File: src/rtl/hs32_alu_sched.sv
// hs32_alu_sched: shares one combinational hs32_alu between two requesters.
// A round-robin arbiter feeds a one-deep issue stage that drives the ALU. The
// ALU output is captured into a one-deep result buffer with a valid/ready
// handshake. The block also owns the architectural NZCV flag register.
//
// Ports:
//   clk, rstn                     clock, asynchronous active-low reset
//   i_valid0/1, o_ready0/1        per-port request handshake (ready is combinational)
//   i_op0/1, i_a0/1, i_b0/1       per-port ALU op and operands
//   i_setfl0/1                    per-port: result writes the flag register
//   o_res_valid, i_res_ready      result buffer handshake
//   o_res_id, o_res, o_res_fl     buffered requester id, result and op flags
//   o_flags                       architectural NZCV register
//   o_alu_a/b/op, o_alu_fl        to the shared ALU (issue-stage registers, flags)
//   i_alu_r, i_alu_fl             from the shared ALU
module hs32_alu_sched (
    input  logic        clk,
    input  logic        rstn,

    input  logic        i_valid0,
    output logic        o_ready0,
    input  logic [3:0]  i_op0,
    input  logic [31:0] i_a0,
    input  logic [31:0] i_b0,
    input  logic        i_setfl0,

    input  logic        i_valid1,
    output logic        o_ready1,
    input  logic [3:0]  i_op1,
    input  logic [31:0] i_a1,
    input  logic [31:0] i_b1,
    input  logic        i_setfl1,

    output logic        o_res_valid,
    input  logic        i_res_ready,
    output logic        o_res_id,
    output logic [31:0] o_res,
    output logic [3:0]  o_res_fl,
    output logic [3:0]  o_flags,

    output logic [31:0] o_alu_a,
    output logic [31:0] o_alu_b,
    output logic [3:0]  o_alu_op,
    output logic [3:0]  o_alu_fl,
    input  logic [31:0] i_alu_r,
    input  logic [3:0]  i_alu_fl
);

    localparam int unsigned DW  = 32;
    localparam int unsigned OPW = 4;
    localparam int unsigned FLW = 4;

    // Operation payload as held in the issue stage.
    typedef struct packed {
        logic [OPW-1:0] op;
        logic [DW-1:0]  a;
        logic [DW-1:0]  b;
        logic           setfl;
        logic           id;
    } issue_t;

    issue_t         issue_q;
    issue_t         req_c;
    logic           issue_v;
    logic           res_v;
    logic           ptr;
    logic           win_c;
    logic           adv_c;
    logic           acc_c;
    logic           take_c;
    logic [FLW-1:0] flags_q;

    // Issue stage drains when the result buffer is empty or being emptied.
    assign adv_c  = issue_v & (~res_v | i_res_ready);
    assign acc_c  = ~issue_v | adv_c;
    assign take_c = acc_c & (i_valid0 | i_valid1);

    // Round-robin pick; the pointer only matters when both ports request.
    always_comb begin
        win_c = 1'b0;
        if (i_valid0 && i_valid1) begin
            win_c = ptr;
        end else if (i_valid1) begin
            win_c = 1'b1;
        end
    end

    // Winning port's payload.
    always_comb begin
        req_c = '0;
        if (win_c) begin
            req_c.op    = i_op1;
            req_c.a     = i_a1;
            req_c.b     = i_b1;
            req_c.setfl = i_setfl1;
            req_c.id    = 1'b1;
        end else begin
            req_c.op    = i_op0;
            req_c.a     = i_a0;
            req_c.b     = i_b0;
            req_c.setfl = i_setfl0;
            req_c.id    = 1'b0;
        end
    end

    assign o_ready0 = acc_c & ~win_c & i_valid0;
    assign o_ready1 = acc_c &  win_c & i_valid1;

    // Issue stage and arbitration pointer.
    always_ff @(posedge clk or negedge rstn) begin
        if (!rstn) begin
            issue_q <= '0;
            issue_v <= 1'b0;
            ptr     <= 1'b0;
        end else if (take_c) begin
            issue_q <= req_c;
            issue_v <= 1'b1;
            ptr     <= ~win_c;
        end else if (adv_c) begin
            issue_v <= 1'b0;
        end
    end

    // Result buffer and architectural flags. A flag update lands on the same
    // edge the next op is issued, so that op already computes on new flags.
    always_ff @(posedge clk or negedge rstn) begin
        if (!rstn) begin
            res_v    <= 1'b0;
            o_res    <= '0;
            o_res_fl <= '0;
            o_res_id <= 1'b0;
            flags_q  <= '0;
        end else if (adv_c) begin
            res_v    <= 1'b1;
            o_res    <= i_alu_r;
            o_res_fl <= i_alu_fl;
            o_res_id <= issue_q.id;
            if (issue_q.setfl) begin
                flags_q <= i_alu_fl;
            end
        end else if (i_res_ready) begin
            res_v <= 1'b0;
        end
    end

    assign o_res_valid = res_v;
    assign o_flags     = flags_q;
    assign o_alu_a     = issue_q.a;
    assign o_alu_b     = issue_q.b;
    assign o_alu_op    = issue_q.op;
    assign o_alu_fl    = flags_q;

endmodule
File: config.mk
export PLATFORM = sky130hd
export DESIGN_NAME = hs32_alu_sched
export DESIGN_NICKNAME = d
export VERILOG_FILES = /design/src/rtl/hs32_alu_sched.sv
export SDC_FILE = /design/constraint.sdc
export NUM_CORES = 1
export LEC_CHECK = 0
export BUFFER_PORTS_ARGS = -buffer_cell sky130_fd_sc_hd__buf_2
export CELL_PAD_IN_SITES_DETAIL_PLACEMENT = 2
export CELL_PAD_IN_SITES_GLOBAL_PLACEMENT = 2
export CORE_MARGIN = 2
export CORE_UTILIZATION = 25
export CTS_BUF_LIST = sky130_fd_sc_hd__clkbuf_4
export DETAILED_ROUTE_END_ITERATION = 12
export GPL_TIMING_DRIVEN = 0
export HOLD_SLACK_MARGIN = 0.03
export PLACE_DENSITY_LB_ADDON = 0.1
export SETUP_SLACK_MARGIN = 0.1
export SLEW_MARGIN = 20
export SYNTH_ARGS = -nofsm -noshare
export SYNTH_HDL_FRONTEND = slang
export SYNTH_SLANG_ARGS = --single-unit
File: constraint.sdc
create_clock -name clk -period 2.8 [get_ports clk]
set_input_delay 0.56 -clock clk [delete_from_list [all_inputs] [get_ports clk]]
set_output_delay 0.56 -clock clk [all_outputs]
set_load 0.05 [all_outputs]
==> metrics.txt <==
CTS sink cnt=114; GRT overflow=0; area delta synth->final=41.6%; leakage=3.99 nW; end of the critical path=o_ready1; routed len/inst=18.5 um; final net count=909; Synth Flop Type=dfrtp_1; CP Data Required Time=2.24 ns; Slew HR=53.2%; largest net degree at the start of global routing=71; syn nets=593; r2r setup slk=0.99 ns; crit-path max cell delay=0.45 ns; Final Slew Violations=0; placed instance area=7150 um^2; Total Routing Usage GR=16.8%; crit start category=register; clk root buf=clkbuf_4; IO Pins=295; Layout Cells excl Fill=1020; DRC errors left=0; fraction of layout cells with a size suffix above 1=62.3%; Pwr per Cell Area=788 nW/um^2; number of max-cap violations=0; WL met2=9570 um; top routing layer in use=met5; R2R depth=4; Post-Syn Area=5300 um^2; setup ws final=0.384 ns; drt pass-1 iters=4; Worst-Margin Slew=0.699 ns; design area=7510 um^2; CTS tree=yes; Switching Fraction=41.5%; achievable clock frequency=414 MHz; WL met3=1330 um; placed cell count=984; unrepaired setup endpoints after global routing=no; Yosys cell types=24; pre-CTS WS=0.312 ns; die footprint=22400 um^2; Worst VDD drop=0.229 mV; clock network fraction of design power=24.3%; Syn Area/Cell=12.8 um^2; asr flop ratio synth=100%; sequential-to-total area share from yosys stat=53.8%; core footprint=20900 um^2; final design utilization=35.9%; clk_skew=0.0255 ns; Crit. End Element=output pin; post-DP HPWL=14600 um; number of H-tree levels=4; Vias per Instance=4.58; combinational power share=40.4%; Worst Hold Class=in2reg; reg2reg end=o_alu_b[19]; reg2reg start=issue_v; final wirelength=18800 um; Iter 0 DRT Violations=123; Mapped Cells=414; Worst Setup SP=issue_v; first-pass GRT wire length=29000 um; EDFF count, synth=0; Cell Int Power=3.46 mW; gpl congestion=0.748; run status=completed; critical path's slowest cell=dfrtp_1; hold path startpoint=i_a1[13]; final hold vios=0; port bufs=294; vias in the first global route=5055; yosys warns=0; min Tclk post-route=2.42 ns; Initial Util=25.4%; Synth Register Bits=114; Clock Latency Late Sink=0.52 ns; initial antenna violation count=4; post-route ant nets=0; clk slew on worst S/H paths=0.13 ns; Std-Cell Rows=53; Post-CTS Resized=0; Tcrit/Tclk final=86.3%; Worst EP arrival=1.86 ns; vias post-DR=4671; critical path cell sequence=and3b_4 -> nor3_4 -> buf_6 -> buf_2; fillcell total=2330; CTS buffer count=17; setup violators final=0; chip height=150 um; P_sw=2.45 mW; Max Buffers Root-to-Sink=2; CP Class=reg2out; die width=150 um; Sequential Power Share=35.4%; Max FO, Critical Path=10; Final Total Pwr=5.91 mW; Met1 Wirelength=7800 um
==> how the worst min path moves through the flow <==
stage                        to  slack [ns]  cells after the start
floorplan            issue_q[0]        0.26                      0
finish              o_alu_a[13]        0.26                      2
global placement     issue_q[0]        0.47                      1
global route          o_res[14]        0.18                      2
detailed placement   issue_q[0]        0.48                      1
CTS                 o_alu_a[13]        0.19                      2
==> logic make-up after synthesis <==
logic type | Yosys count | share of synthesized area (%)
simple gates | 71 | 8.59
mux | 41 | 8.71
flops | 114 | 53.8
buf+inv | 104 | 13.7
compound gates | 84 | 15.2
==> power groups by stage <==
stage	Sequential [mW]	Combinational [mW]	Clock [mW]
after floorplan	2.43	1.46	0
after global placement	2.11	2.38	0
after detailed placement	2.12	2.42	0
after CTS	2.10	2.42	1.51
after global routing	2.13	2.53	1.57
final	2.09	2.39	1.43
==> what timing repair did <==
action	in CTS	in global routing
buffers inserted	1	0
hold buffers	1	0
endpoints found under the setup margin	1	0
endpoints found under the hold margin	44	0
==> metrics by stage <==
stage	hold slack, ns	setup TNS [ns]
after floorplan	0.264	0
after global placement	0.472	-46.33
after detailed placement	0.476	0
after CTS	0.187	0
after global routing	0.179	0
final	0.258	0
==> worst max-delay path, delay by kind of cell (launching register included) <==
family / cells / cell delay, ns
flip-flops: 1 / 0.45
buffers and inverters: 2 / 0.45
AND/OR/NAND/NOR: 2 / 0.46
==> registers in the layout, summed over array words and instances (netlist names) <==
| name | flops |
|---|---|
| issue_q | 2 |
| issue_v | 1 |
| ptr | 1 |
| o_res_id | 1 |
| o_alu_op | 4 |
| o_res | 32 |
| o_alu_fl | 4 |
| o_alu_b | 32 |
| o_res_valid | 1 |
| o_alu_a | 32 |
| o_res_fl | 4 |
==> Yosys cell counts, types with 2 or more instances <==
master     count  share of area [%]
o32ai_1       10                1.7
dfrtp_1      114                 54
nand2b_1       2               0.24
nor2_1         3               0.21
and3_1        59                7.0
clkbuf_1      14               0.99
buf_4         72                 10
a2bb2oi_1     10                1.7
buf_6          7                1.5
buf_2         10               0.94
a21o_1         2               0.28
a221o_1       59                 11
mux2_2        41                8.7
==> layout by cell type (no fill, tap or decap), types with 5 or more instances in the layout <==
cell type and count:
buf_6 8, mux2_2 41, o32ai_1 10, a2bb2oi_1 10, clkinv_4 5, dfrtp_1 114
clkbuf_1 14, and3_1 59, clkbuf_4 17, buf_2 303, buf_4 73, a221o_1 59
==> routing by layer <==
metal / vias up / global-route usage, %
met4: 4 / 4.33
met2: 178 / 28.5
met1: 2336 / 20.6
met3: 15 / 5.58
li1: 2138 / -
met5: - / 0
==> layout make-up <==
| class | count | area, um^2 | area share [%] |
|---|---|---|---|
| buffer | 103 | 722 | 9.62 |
| antenna | 2 | 5.00 | 0.0667 |
| sequential | 114 | 2850 | 38.0 |
| tap | 275 | 344 | 4.58 |
| timing repair buffer | 297 | 1520 | 20.3 |
| clock inverter | 15 | 206 | 2.75 |
| clock buffer | 17 | 128 | 1.70 |
| inverter | 1 | 3.75 | 0.0500 |
| multi-input combinational | 196 | 1720 | 23.0 |
No activity file was read; power rests on OpenSTA's default activity.
